`src/rtl/l5q1b.sv`:
```
// 32x4 distributed-style simple dual-port RAM: synchronous write on port A, asynchronous read on DP.
// Build option L5Q1B_SPO_EN adds spo, an asynchronous read of the word at the write address.
module l5q1b #(
    parameter int DATA_WIDTH = 4,
    parameter int ADDR_WIDTH = 5,
    parameter int DEPTH      = 32
) (
    input  logic                  clk,
    input  logic                  rst_n,
    input  logic [ADDR_WIDTH-1:0] a,
    input  logic [DATA_WIDTH-1:0] d,
    input  logic                  we,
    input  logic [ADDR_WIDTH-1:0] dpra,
`ifdef L5Q1B_SPO_EN
    output logic [DATA_WIDTH-1:0] spo,
`endif
    output logic [DATA_WIDTH-1:0] dpo
);

    logic [DATA_WIDTH-1:0] mem_q [DEPTH];

    // Asynchronous clear holds every word at zero while rst_n is low, so reset always wins over we.
    always_ff @(posedge clk or negedge rst_n) begin
        if (!rst_n) begin
            for (int i = 0; i < DEPTH; i++) begin
                mem_q[i] <= '0;
            end
        end else if (we) begin
            mem_q[a] <= d;
        end
    end

    assign dpo = mem_q[dpra];

`ifdef L5Q1B_SPO_EN
    assign spo = mem_q[a];
`endif

endmodule

```
`config.mk`:
```
export PLATFORM = sky130hd
export DESIGN_NAME = l5q1b
export DESIGN_NICKNAME = d
export VERILOG_FILES = /design/src/rtl/l5q1b.sv
export SDC_FILE = /design/constraint.sdc
export NUM_CORES = 1
export LEC_CHECK = 0
export CAP_MARGIN = 0
export CORE_UTILIZATION = 60
export DETAILED_ROUTE_END_ITERATION = 8
export GPL_TIMING_DRIVEN = 0
export PLACE_DENSITY = 0.78
export SLEW_MARGIN = 20
export SYNTH_ARGS = -nofsm -noshare
export SYNTH_HDL_FRONTEND = slang
export SYNTH_SLANG_ARGS = --single-unit
```
`constraint.sdc`:
```
create_clock -name clk -period 5.23 [get_ports clk]
set_clock_uncertainty 0.15 [all_clocks]
set_input_delay 1.046 -clock clk [delete_from_list [all_inputs] [get_ports clk]]
set_output_delay 1.046 -clock clk [all_outputs]
set_load 0.03 [all_outputs]
```
# Word level (Yosys, flattened, before mapping)

Cells that the tools add are included.

Bits in registers: 128
Input port bits: 17
Output and inout port bits: 4
Word-level logic and storage cells: 44

Magnitude comparators: 3
Muxes and demuxes: 6
Bitwise logic cells: 2
Reduce and logical (&&, ||, !) cells: 1

Operator list:

| cell                                                                 | number |
|---|---|
| 128-bit bitwise mux                                                  | 1 |
| 4-bit binary-select mux with 5-bit select                            | 1 |
| 4-bit demux with 5-bit select                                        | 1 |
| 6-bit greater-or-equal comparator, second input constant             | 2 |
| 4-bit two-way mux                                                    | 3 |
| 5-bit NOT with 6-bit output                                          | 2 |
| 6-bit by 1-bit < comparator with 1-bit output, second input constant | 1 |
| 1-bit logical AND                                                    | 1 |

# Logic depth before layout (Yosys ltp)

Word-level depth: 6
Mapped depth: 5
Depth with buffers taken out: 3

# Worst setup path after synthesis

Ideal clock, no wire load.

Path kind: input -> output
From: in dpra[1]
To: out dpo[0]
Arrival: 2.694 ns
Data required time: 4.034 ns
Setup slack: 1.340 ns
Cell stages on the path: 5
Buffers on the path: 2
Cells stage by stage: buf_2 -> buf_6 -> mux4_2 -> mux4_2 -> mux2_2

Cells in the longest elaborated chain, start to end: 4

Ends and longest elaborated chain:

| what                                                 | RTL line | text |
|---|---|---|
| start: declaration                                   | 13       | `input logic [ADDR_WIDTH-1:0] dpra,` |
| 5-bit NOT with 6-bit output (not written as such)    | 33       | `assign dpo = mem_q[dpra];` |
| 4-bit binary-select mux with 5-bit select            | 33       |  |
| 4-bit two-way mux (not written as such) (2 in a row) | 33       |  |
| end: declaration                                     | 17       | `output logic [DATA_WIDTH-1:0] dpo` |

Every way passes these cells. The select of a mux whose other input is x is not followed.

# Final worst setup path

From: in dpra[2]
To: out dpo[1]

Same word-level chain as after synthesis.

==> results.json <==
{
  "outcome": "completed",
  "total_power_uw": 3180,
  "ys_warn_count": 0,
  "nNetsFinal": 423,
  "cts_setup_buffers": 0,
  "cts_buffer_depth": 2,
  "grt_overflow": 0,
  "crit_chain": "clkdlybuf4s50_1 > buf_2 > mux4_2 > mux4_2 > mux2_2 > clkdlybuf4s50_1",
  "synth_ff_type": "dfrtp_1",
  "hold_viol": 0,
  "worstMarginPinSlew_ns": 0.704,
  "area_growth_pct": 18.2,
  "r2r_start": "mem_q[36]$_DFFE_PN0P_",
  "ant_nets": 0,
  "cts_tree": "built",
  "die_x_um": 101,
  "slowest_delay_ns": 0.60,
  "grt_use_total_pct": 29.0,
  "finalWeightedCongestion": 0.844,
  "grt_first_pass_wirelength_um": 20600,
  "r2r-end": "mem_q[36]$_DFFE_PN0P_",
  "worstSetupPathType": "in2out",
  "cts-root-buf": "clkbuf_8",
  "worstPathArrival_ns": 3.75,
  "ir_drop_uv": 318,
  "netlist_instances": 369,
  "utilization_pct": 74.4,
  "path_buf_inv": 3,
  "synth.distinct_cells": 16,
  "core.rowCount": 35,
  "start_util_pct": 63.0,
  "syn-cell-area_mm2": 0.00593,
  "synth-edff-count": 0,
  "synth_top_cell_area_share_pct": 54.0,
  "synth_fp_nets": 386,
  "hold_buffers": 0,
  "ys_top_cells_by_count": "mux2_2, dfrtp_1, mux4_2",
  "max_cap_viol_count": 0,
  "setup_viol": 0,
  "cts_sinks": 128,
  "coreArea_mm2": 0.00942,
  "max_freq_ghz": 0.202,
  "antenna_found_initial": 0,
  "wl_per_cell_um": 24.5,
  "yosysTopAreaCell": "dfrtp_1",
  "yosys.cell_count.top_type": "mux2_2",
  "post-route-period-util_pct": 94.6,
  "finalMaxSlewViolations": 0,
  "via_count": 3418,
  "dr.pass1.iters": 5,
  "powerDensity_mw_per_mm2": 454,
  "cp_slowest_cell": "clkdlybuf4s50_1",
  "path_clk_slew_ns": 0.06,
  "synth_seq_area_share_pct": 54.0,
  "async_reset_ff_share_pct": 100,
  "hold_class": "in2async",
  "rsz0062_at_grt": "false",
  "regToRegSetupSlack_ns": 4.29,
  "cts_made_buffers": 17,
  "required_ns": 4.03,
  "detailed_place_hpwl_um": 8930,
  "htreeDepth": 4,
  "viasPerCell": 6.24,
  "top_regs": "mem_q: 128 flops",
  "cp-end-kind": "primary output",
  "synth_seq_cells": 128,
  "io_buffers": 17,
  "synth_area_leaders": "dfrtp_1, mux2_2, mux4_2",
  "fill_cells": 564,
  "start_kind": "input pin",
  "clk_latency_ns": 0.52,
  "grt_max_degree": 68,
  "largest_reg_flops": 128,
  "p_leak_uw": 0.00305,
  "drt-initial-drc-count": 194,
  "wirelength_um": 13400,
  "drive_gt1_share_pct": 51.1,
  "grt_pass1_vias": 3611,
  "cts_resized": 2,
  "ioPinCount": 21,
  "r2r_cells": 1,
  "critPathMaxFanout": 10,
  "critical_path.top_delay_family": "buffers and inverters",
  "drc": 0,
  "dieArea_mm2": 0.0103,
  "relSlewSlack_pct": 53.1,
  "layout_min_cycle_time_ns": 4.94,
  "antennaDiodeCount": 0,
  "syn_area_per_cell_um2": 16.1,
  "regMostFlops": "mem_q",
  "die_h_um": 101
}
where the power goes:
group,switching (uW),leakage [uW],internal [uW]
logic,188,0.00108,293
registers,101,0.00164,1180
clock network,438,0.000337,979
total,727,0.00305,2460
worst max path at each step:
| stage | start | to | slack, ns | cells past startpoint |
|---|---|---|---|---|
| 6_report | dpra[2] | dpo[1] | 0.29 | 6 |
| 5_1_grt | dpra[2] | dpo[3] | 0.20 | 6 |
| 3_3_place_gp | rst_n | mem_q[17]$_DFFE_PN0P_ | -1.80 | 1 |
| 2_1_floorplan | dpra[1] | dpo[0] | 1.34 | 5 |
| 3_5_place_dp | dpra[2] | dpo[2] | -0.07 | 6 |
| 4_1_cts | dpra[2] | dpo[1] | 0.03 | 6 |
cells in the final DEF (no fill, tap or decap), types with 5 or more instances in the layout:
cell type / Yosys / final
mux2_2: 132 / 132
dfrtp_1: 128 / 128
mux4_2: 40 / 40
nand2_1: 16 / 16
nor2_1: 16 / 16
clkbuf_16: 0 / 16
clkdlybuf4s50_1: 0 / 16
clkbuf_1: 13 / 13
bufinv_16: 0 / 8
nand3b_1: 5 / 5
layer usage:
metal / up-vias / global-route usage [%] / wire (um)
met5: - / 0 / 0
met4: 0 / 8.58 / 201
met3: 21 / 7.38 / 684
met2: 96 / 47.8 / 6880
met1: 1838 / 38.6 / 5650
li1: 1463 / - / -
cell families after synthesis:
logic type,synth area share [%]
multiplexers,40.3
AND/OR/NAND/NOR,3.97
buffers and inverters,1.73
flip-flops,54.0
area by class of cell:
cell class,instances,area (um^2),area share (%)
buffer,21,106,1.52
clock buffer,18,428,6.11
multi-input combinational,220,2620,37.4
tap,129,161,2.30
sequential,128,3200,45.7
timing repair buffer,18,199,2.84
clock inverter,14,285,4.07
through the flow:
step	worst slack (ns)	TNS, ns	cells	cell area [um^2]	hold slack, ns
CTS	0.0274	0	548	7000	0.353
global placement	-1.80	-230.03	515	6260	0.332
floorplan	1.34	0	369	5930	0.324
global route	0.204	0	548	7010	0.365
detailed placement	-0.0652	-0.218	516	6290	0.338
finish	0.285	0	548	7010	0.342
Note: power is estimated with default switching activity, not from simulation.
==> edit: new RTL, same flow settings <==
Build with the macro `L5Q1B_SPO_EN` defined.
--- a/src/rtl/l5q1b.sv
+++ b/src/rtl/l5q1b.sv
@@ -1,5 +1,7 @@
 // 32x4 distributed-style simple dual-port RAM: synchronous write on port A, asynchronous read on DP.
 // Build option L5Q1B_SPO_EN adds spo, an asynchronous read of the word at the write address.
+`define L5Q1B_SPO_EN
+
 module l5q1b #(
     parameter int DATA_WIDTH = 4,
     parameter int ADDR_WIDTH = 5,
Behaviour (old outputs only; new: spo): no difference found for any inputs over 4 cycles, from zero or initial values and one cycle with rst_n low; that may be too few to reach the edited logic, so the function may still have changed.
==> edit against the unedited design <==
Global-route usage rose by 5.7 points; wire length grew 38%; hold slack improved by 0.042 ns; synthesized area is 16% higher; sequential cell count unchanged; clock power is 27% lower; total power is 3.9% lower; die area up 16%; final cell count up 14%; via count rose by 31%; count of clock-buffer cells in the layout is 9 higher; worst setup slack lost 0.058 ns; largest cell class is now multi-input gates; final area rose by 11%.
==> edit: results (changes against the unedited design) <==
| Metric | Value |
|---|---|
| Worst EP arrival | `3.81 ns (+0.06 ns)` |
| Die Wd | `109 um (+7.6%)` |
| Final GP Congestion | `1.05 (+24%)` |
| Non-clk bufs | `52 (+33%)` |
| Initial drt markers | `471 (+140%)` |
| Placed cells | `597 (+16%)` |
| Final-stage net count | `493 (+17%)` |
| Synthesis-to-finish area growth | `13.0%` |
| Worst slack, placed | `-0.0622 ns (+0.00306 ns)` |
| Largest net degree at the start of global routing | `77 (+13%)` |
| Rel. slew slack | `45.9% (-7.2 points)` |
| R2r endpoint | `mem_q[90]` |
| DR pass1 iterations | `6 (+1)` |
| VDD IR-drop max | `0.295 mV (-7.0%)` |
| Non-clock buffer share | `4.78% (+0.42 points)` |
| Post-DR vias/cell | `7.15 (+15%)` |
| All-layer global routing usage | `34.7% (+5.7 points)` |
| Multi-input gates | `277 (+26%)` |
| Reg2reg setup slack | `4.26 ns (-0.03 ns)` |
| Clk Latency, worst-skew pair | `0.42 ns (-0.10 ns)` |
| Dpl cell area | `0.00728 sq mm (+16%)` |
| CTS resizes | `3 (+1)` |
| Global-route wire length before repair | `28100 um (+36%)` |
| Post-synthesis cell type count | `19 (+3)` |
| Worst Slack Setup Final | `0.227 ns (-0.0585 ns)` |
| Status | `finished, final reports clean` |
| Syn nets | `454 (+18%)` |
| Footprint of the multi-input gates | `0.00353 sq mm (+35%)` |
| Synth area leaders | `dfrtp_1 (47%), mux4_2 (24%), mux2_2 (22%), a22oi_1 (1.7%), nor2_1 (1.5%)` |
| Most instantiated cells after synthesis | `mux2_2 (132), dfrtp_1 (128), mux4_2 (72)` |
| Routed length per instance | `29.7 um (+21%)` |
| Share of post-route cells with drive strength above 1 | `49.9% (-1.2 points)` |
| HP Start | `mem_q[95]` |
| Vias in the first global route | `4664 (+29%)` |
| # port buffers | `19 (+2)` |
| Clk root buf | `clkbuf_16` |
| Hold Slack | `0.384 ns (+0.0417 ns)` |
| Crit path capture | `dpo[0]` |
| Clock buf count | `27 (+9)` |
| Sequential element share of the synthesized area | `46.5% (-7.5 points)` |
## edit: cell count changes after synthesis, moves of 4 or more
cell,delta
a22oi_1,+16
buf_2,+4
clkbuf_1,+7
mux4_2,+32
nand2_1,-12
nand4_1,+4
nor2_1,+12
## edit: cells by family (layout without fill, tap and decap cells)
kind of cell	count (synthesis)	after routing	synth area share (%)
buf+inv	32	80	2.16
flops	128	128	46.5
simple gates	57	57	4.38
compound gates	16	16	1.75
mux	204	204	45.2
## edit: metal layers
metal / global-route usage, % / share of wire, % / vias up
li1: - / - / 1797
met1: 48.1 / 39 / 2331
met2: 50.9 / 47 / 303
met3: 10.6 / 11 / 37
met4: 15.6 / 2.8 / 0
met5: 0 / 0 / -
## edit: report_power, final
| part | internal (uW) | switching (uW) | leakage (uW) |
|---|---|---|---|
| logic | 403 | 282 | 0.00134 |
| registers | 1190 | 161 | 0.00164 |
| clock network | 630 | 396 | 0.000243 |
| total | 2220 | 838 | 0.00322 |
